**src/rtl/seg7_scan_driver_if.sv**
```systemverilog
// Digit-bus bundle between the game controller and the display scanner.
// The master side drives the digit codes and blink mask. The slave side drives the display pins.
interface seg7_scan_driver_if;
  logic [3:0] dig0;
  logic [3:0] dig1;
  logic [3:0] dig2;
  logic [3:0] dig3;
  logic [3:0] blink;
  logic [3:0] an;
  logic [6:0] seg;
  logic       dp;

  modport master (
    output dig0, dig1, dig2, dig3, blink,
    input  an, seg, dp
  );

  modport slave (
    input  dig0, dig1, dig2, dig3, blink,
    output an, seg, dp
  );
endinterface

```
**src/rtl/seg7_scan_driver.sv**
```systemverilog
// Four-digit common-anode seven-segment scanner with per-frame input latch and blink.
// All outputs are registered and change only on slot ticks.
module seg7_scan_driver #(
  parameter int REFRESH_DIV  = 100000,
  parameter int BLINK_FRAMES = 125
) (
  input  logic               clk,
  input  logic               rst,
  seg7_scan_driver_if.slave  disp
);

  localparam int CW = $clog2(REFRESH_DIV);
  localparam int FW = (BLINK_FRAMES > 1) ? $clog2(BLINK_FRAMES) : 1;
  localparam logic [CW-1:0] CNT_LAST = CW'(REFRESH_DIV - 1);
  localparam logic [FW-1:0] FC_LAST  = FW'(BLINK_FRAMES - 1);

  function automatic logic [6:0] decode(input logic [3:0] code);
    logic [6:0] p;
    case (code)
      4'd0:    p = 7'b1000000;
      4'd1:    p = 7'b1111001;
      4'd2:    p = 7'b0100100;
      4'd3:    p = 7'b0110000;
      4'd4:    p = 7'b0011001;
      4'd5:    p = 7'b0010010;
      4'd6:    p = 7'b0000010;
      4'd7:    p = 7'b1111000;
      4'd8:    p = 7'b0000000;
      4'd9:    p = 7'b0010000;
      4'd10:   p = 7'b0111111;
      default: p = 7'b1111111;
    endcase
    return p;
  endfunction

  logic [CW-1:0] cnt_q, cnt_d;
  logic [1:0]    idx_q, idx_d;
  logic [FW-1:0] fc_q, fc_d;
  logic          ph_q, ph_d;
  logic [3:0]    blk_q, blk_d;
  logic [3:0]    an_q, an_d;
  logic [6:0]    seg_q, seg_d;
  logic [3:0]    shadow_q [4];
  logic [3:0]    shadow_d [4];
  logic [3:0]    dig_in   [4];
  logic          tick;
  logic          latch;

  assign dig_in[0] = disp.dig0;
  assign dig_in[1] = disp.dig1;
  assign dig_in[2] = disp.dig2;
  assign dig_in[3] = disp.dig3;

  assign tick  = (cnt_q == CNT_LAST);
  assign latch = tick && (idx_q == 2'd3);

  // Shadow codes reset to 11 so the display is blank until the first latch.
  for (genvar gi = 0; gi < 4; gi++) begin : g_shadow
    assign shadow_d[gi] = latch ? dig_in[gi] : shadow_q[gi];
    always_ff @(posedge clk) begin
      if (rst) shadow_q[gi] <= 4'd11;
      else     shadow_q[gi] <= shadow_d[gi];
    end
  end

  always_comb begin
    cnt_d = tick ? '0 : cnt_q + 1'b1;
    idx_d = idx_q;
    fc_d  = fc_q;
    ph_d  = ph_q;
    blk_d = blk_q;
    an_d  = an_q;
    seg_d = seg_q;
    if (latch) begin
      blk_d = disp.blink;
      if (fc_q == FC_LAST) begin
        fc_d = '0;
        ph_d = ~ph_q;
      end else begin
        fc_d = fc_q + 1'b1;
      end
    end
    if (tick) begin
      idx_d = idx_q + 2'd1;
      an_d  = ~(4'b0001 << idx_d);
      // Next-state shadow/blink/phase so slot 0 shows the values latched on this edge.
      seg_d = (ph_d && blk_d[idx_d]) ? 7'b1111111 : decode(shadow_d[idx_d]);
    end
  end

  always_ff @(posedge clk) begin
    if (rst) begin
      cnt_q <= '0;
      idx_q <= 2'd3;
      fc_q  <= '0;
      ph_q  <= 1'b0;
      blk_q <= 4'b0000;
      an_q  <= 4'b1111;
      seg_q <= 7'b1111111;
    end else begin
      cnt_q <= cnt_d;
      idx_q <= idx_d;
      fc_q  <= fc_d;
      ph_q  <= ph_d;
      blk_q <= blk_d;
      an_q  <= an_d;
      seg_q <= seg_d;
    end
  end

  assign disp.an  = an_q;
  assign disp.seg = seg_q;
  assign disp.dp  = 1'b1;

endmodule

```
**src/flat_wrapper.sv**
```systemverilog
// flat-port wrapper written by rule: the top's interface ports become plain ports
module seg7_scan_driver_flat 
#(
  parameter int REFRESH_DIV  = 100000,
  parameter int BLINK_FRAMES = 125
)
  (clk, rst, disp_dig0, disp_dig1, disp_dig2, disp_dig3, disp_blink, disp_an, disp_seg, disp_dp);
  seg7_scan_driver_if disp_i ();
  input  logic clk;
  input  logic rst;
  input wire logic [$bits(disp_i.dig0)-1:0] disp_dig0;
  input wire logic [$bits(disp_i.dig1)-1:0] disp_dig1;
  input wire logic [$bits(disp_i.dig2)-1:0] disp_dig2;
  input wire logic [$bits(disp_i.dig3)-1:0] disp_dig3;
  input wire logic [$bits(disp_i.blink)-1:0] disp_blink;
  output wire logic [$bits(disp_i.an)-1:0] disp_an;
  output wire logic [$bits(disp_i.seg)-1:0] disp_seg;
  output wire logic [$bits(disp_i.dp)-1:0] disp_dp;
  assign disp_i.dig0 = disp_dig0;
  assign disp_i.dig1 = disp_dig1;
  assign disp_i.dig2 = disp_dig2;
  assign disp_i.dig3 = disp_dig3;
  assign disp_i.blink = disp_blink;
  assign disp_an = disp_i.an;
  assign disp_seg = disp_i.seg;
  assign disp_dp = disp_i.dp;
  seg7_scan_driver #(.REFRESH_DIV(REFRESH_DIV), .BLINK_FRAMES(BLINK_FRAMES)) u_core (.clk(clk), .rst(rst), .disp(disp_i));
endmodule
```
**config.mk**
```make
export PLATFORM = sky130hd
export DESIGN_NAME = seg7_scan_driver_flat
export DESIGN_NICKNAME = d
export VERILOG_FILES = /design/src/rtl/seg7_scan_driver_if.sv /design/src/rtl/seg7_scan_driver.sv /design/src/flat_wrapper.sv
export SDC_FILE = /design/constraint.sdc
export NUM_CORES = 1
export LEC_CHECK = 0
export CORE_UTILIZATION = 56
export CTS_CLUSTER_DIAMETER = 60
export CTS_CLUSTER_SIZE = 30
export DETAILED_ROUTE_END_ITERATION = 16
export PLACE_DENSITY = 0.86
export SYNTH_ARGS = -nofsm -noshare
export SYNTH_HDL_FRONTEND = slang
export SYNTH_SLANG_ARGS = --single-unit
```
**constraint.sdc**
```tcl
create_clock -name clk -period 5.7 [get_ports clk]
set_input_delay 1.71 -clock clk [delete_from_list [all_inputs] [get_ports clk]]
set_output_delay 1.71 -clock clk [all_outputs]
set_load 0.03 [all_outputs]
```
# Word-level counts from Yosys, hierarchy flattened
# Memory sizes are Yosys's and may differ from the RTL's.
# Cells that the tools add are included.
# op_classes
bitwise	7
n_addsub	3
n_mux	21
reduce_logical	3
shift	1
order_cmp	2
eq_ne	3
# ops
cell	count
$mux 4	11
$add 17x1->17 const B	1
$eq 17x17->1 const B	1
$mux 7	2
$bmux 4 s2	1
$add 7x1->7 const B	1
$eq 7x7->1 const B	1
$mux 1	6
$not 4->4	1
$or 1x1->1	4
$shl 1x2->4 const A	1
$ge 3x3->1 const B	1
$lt 2x3->1 const B	1
$not 2->3	1
$add 2x1->2 const B	1
$bmux 1 s2	1
$eq 2x2->1 const B	1
$logic_and 1x1->1	2
$reduce_or 2->1	1
$not 1->1	1
# totals
reg_bits	42
elab_cells	49
romBits	112
n_memories	2
ramBits	16
# mem_list
memory	depth	width	rd	rd_ports_with_merged_regs	write_ports	line	text
(no name shown)	16	7	1	0	0	seg7_scan_driver.sv:19	case (code)
u_core.shadow_q	4	4	4	0	4	seg7_scan_driver.sv:43	logic [3:0] shadow_q [4];

# Logic depth before layout (Yosys ltp)
# An unclocked memory read counts as a cell.
# logic_depth
word_depth	8
depth_mapped	13
depth_no_buf	11

# Least setup slack after synthesis
# No wires, ideal clock.
# synth_path
path_kind	input to register
from	in disp_dig1[1]
to	reg u_core.seg_q[1] (netlist: u_core.disp.seg[1])
setup_time_ns	0.117
cell_stages	8
path_buffers	1
t_arrival_ns	3.179
t_required_ns	5.583
setup_slack_ns	2.404
path_cell_list	nor3_1 mux2_1 or3b_1 buf_6 ha_1 a21boi_0 a21oi_1 o22a_1
# synth_between
elab_chain_cells	6
# synth_rtl
element	line	text
start, declared	flat_wrapper.sv:12	input wire logic [$bits(disp_i.dig1)-1:0] disp_dig1;
$mux 4	seg7_scan_driver.sv:59	assign shadow_d[gi] = latch ? dig_in[gi] : shadow_q[gi];
$bmux 4 s2	seg7_scan_driver.sv:87	seg_d = (ph_d && blk_d[idx_d]) ? 7'b1111111 : decode(shadow_d[idx_d]);
$mux 4 (not written as such) (2 in a row)	seg7_scan_driver.sv:87	
$mem_v2 16x7	n/a	
$mux 7	seg7_scan_driver.sv:87	
end signal, assigned	seg7_scan_driver.sv:107	seg_q <= seg_d;
end, declared	seg7_scan_driver.sv:42	logic [6:0] seg_q, seg_d;
# No other way between the ends. The select of a mux whose other input is x is not followed.
# A chain may end at the register's enable or synchronous reset.

==> impl_metrics.yaml <==
setup_path:
  crit_path_end_kind: "flop"
  critPathRequiredTime_ns: 5.93
  worstSetupPathType: "input pin to flop"
  cpMostUsedCell: "o211ai_1"
  slowest_delay_ns: 0.63
  cp_cell_sequence: "clkdlybuf4s50_1, inv_1, o211ai_1, nor2b_1, o211ai_1, o211a_1"
  path_max_fanout: 20
  critPathBufInv: 2
  cp.arrival_ns: 3.97
  path_delay_family: "buffers and inverters"
  cp_slowest_cell: "clkdlybuf4s50_1"
  startpoint_type: "input pin"
logic_synthesis:
  yosysWarnings: 0
  synth-seq-cells: 58
  synth.avg_cell_area_sq_um: 8.837
  synth_top_area_share_pct: 41.32
  syn_nets: 352
  async_flop_share_pct: 0
  synthTopCellsByArea: "dfxtp_1, nand2_1, mux4_2"
  netlist-cell-type-count: 50
  synthCells: 318
  yosysSeqAreaShare_pct: 41.32
  synthFlopType: "dfxtp_1"
  synth_edf_count: 0
  netlist_area_sq_um: 2810
  yosysTopAreaCell: "dfxtp_1"
power_and_ir_drop:
  p_leak_nw: 1.277
  powerDensity_nw_per_um2: 246.8
  peakVddDrop_uv: 152.9
finish:
  layout.cells.non_filler: 416
  layout.nets: 378
  area_growth_pct: 18.57
  drive_above_1_share_pct: 8.883
  antenna-diode-count: 0
  most-common-layout-cells: "nand2_1, dfxtp_1, nor2_1, clkdlybuf4s50_1, nand3_1"
  layout_commonest_cell: "nand2_1"
sta:
  setup_viol: 0
  fin_crit_ns: 3.739
  setup-tns-final_ns: 0
  drv_slew: 0
  finalHoldViolations: 0
  worst_slew_pin_slew_ns: 0.6606
  min_period_over_period_pct: 65.60
  clock-skew-final_ns: 0.006248
  slew_headroom_pct: 55.90
  rsz0062_at_grt: "no"
  fmax_mhz: 267.4
place:
  io_buffers: 32
  dp.cells: 400
  gp_congestion: 0.7870
  dp_hpwl_microns: 4018
detailed_routing:
  drt_first_pass_iters: 4
  wire_per_inst_microns: 13.89
  ant_nets: 0
  routed_wl_microns: 5778
  drc: 0
  vias: 2273
  drt-initial-drc-count: 120
  drt-vias-per-instance: 5.464
global_routing:
  grt_max_degree: 25
  grt_pass1_wl_microns: 9591
  overflow: 0
  antenna_found_initial: 0
  grt_usage_pct: 24.31
  first_global_vias: 2099
job:
  drv_cap: 0
floorplanning:
  core_area_sq_um: 4786
  ioPinCount: 34
  row_count: 25
  dieArea_sq_um: 5306
  die_w_microns: 72.84
  initial_core_util_pct: 58.72
  die_height_microns: 72.84
clock_network:
  cts.htree.levels: 3
  clk_pin_slew_ns: 0.06
  cts_inserted_buffers: 9
  root_buffer: "clkbuf_8"
  cts_sinks: 58
  clk_latency_ns: 0.34
  cts_tree: "built"
  cts_buffer_depth: 2
  cts_resized: 0
  cts_setup_buffers: 0
  cts-hold-fix-buffers: 0
outcome:
  status: "finished clean"
min_path:
  hp-class: "flop to flop"
-- cell families (layout without fill, tap and decap cells) --
| kind of cell | after synthesis | after routing | share of synthesized area [%] |
|---|---|---|---|
| adders and majority gates | 12 | 12 | 5.343 |
| muxes | 16 | 16 | 8.905 |
| other | 1 | 1 | 0.1334 |
| buffers and inverters | 27 | 58 | 4.319 |
| and+or+nand+nor | 140 | 140 | 23.29 |
| AOI/OAI and AO/OA | 42 | 42 | 9.840 |
| xor gates and xnor gates | 22 | 22 | 6.856 |
| DFF | 58 | 58 | 41.32 |
-- flip-flops by register name, summed over array words and instances, names as in the netlist --
name / flops
u_core.blk_q: 4
u_core.cnt_q: 17
u_core.disp.an: 4
u_core.disp.seg: 7
u_core.fc_q: 7
u_core.idx_q: 2
u_core.ph_q: 1
u_core.shadow_q: 16
-- cells in the mapped netlist (2+ instances only) --
master,instances
ha_1,12
mux2i_1,7
o22ai_1,2
clkbuf_1,10
nand2_1,61
and2_1,2
mux4_2,7
nand4_1,7
xnor2_1,10
nor3_1,3
inv_1,8
or3_1,2
buf_2,4
or2_2,2
nand3_1,18
o211ai_1,4
o2bb2ai_1,2
a21oi_1,17
o21ai_0,6
dfxtp_1,58
buf_4,2
xor2_1,12
o211a_1,3
nor2_1,32
a21boi_0,2
-- routing by layer --
layer | routed length [microns] | global-route usage [%]
met1 | 2686 | 31.34
met2 | 2762 | 37.38
met3 | 245 | 8.287
met4 | 84 | 10.02
met5 | 0 | 0
-- report_power, final --
part | internal, mW | switching (mW)
registers | 0.407 | 0.00180
logic | 0.0173 | 0.0140
clock network | 0.226 | 0.157
total | 0.650 | 0.172
-- final cells by class --
class | count | area [sq um]
repair buffers | 33 | 327.8
well taps | 67 | 83.83
inverters | 9 | 33.78
multi-input cells | 233 | 1528
clock inverters | 2 | 35.03
flip-flops and latches | 58 | 1161
clock buffers | 14 | 162.7
fillers | 390 | 1454
-- path summary, 6_finish.rpt --
kind                                    from                         endpoint  slack [ns]  depth (start not counted)
hold / removal    u_core.cnt_q[0]$_SDFF_PP0_       u_core.cnt_q[0]$_SDFF_PP0_        0.45                          1
setup reg to reg  u_core.cnt_q[8]$_SDFF_PP0_  u_core.disp.seg[1]$_SDFFE_PP1N_        2.04                         10
hold reg to reg   u_core.cnt_q[0]$_SDFF_PP0_       u_core.cnt_q[0]$_SDFF_PP0_        0.45                          1
setup / recovery                         rst  u_core.disp.seg[5]$_SDFFE_PP1N_        1.96                          6
-- through the flow --
| step | util, % | total power, mW | hold slack, ns | worst slack (ns) | area [sq um] |
|---|---|---|---|---|---|
| finish | 69.62 | 0.8225 | 0.4536 | 1.961 | 3332 |
| CTS | 69.62 | 0.8312 | 0.4539 | 1.985 | 3332 |
| detailed placement | 65.49 | 0.4493 | 0.4447 | 1.644 | 3134 |
| global placement | 65.49 | 0.4482 | 0.4255 | 1.680 | 3134 |
| global route | 69.62 | 0.8516 | 0.4747 | 1.792 | 3332 |
| floorplan | - | 0.4304 | 0.4175 | 2.404 | 2810 |
No activity file was read; power rests on OpenSTA's default activity.
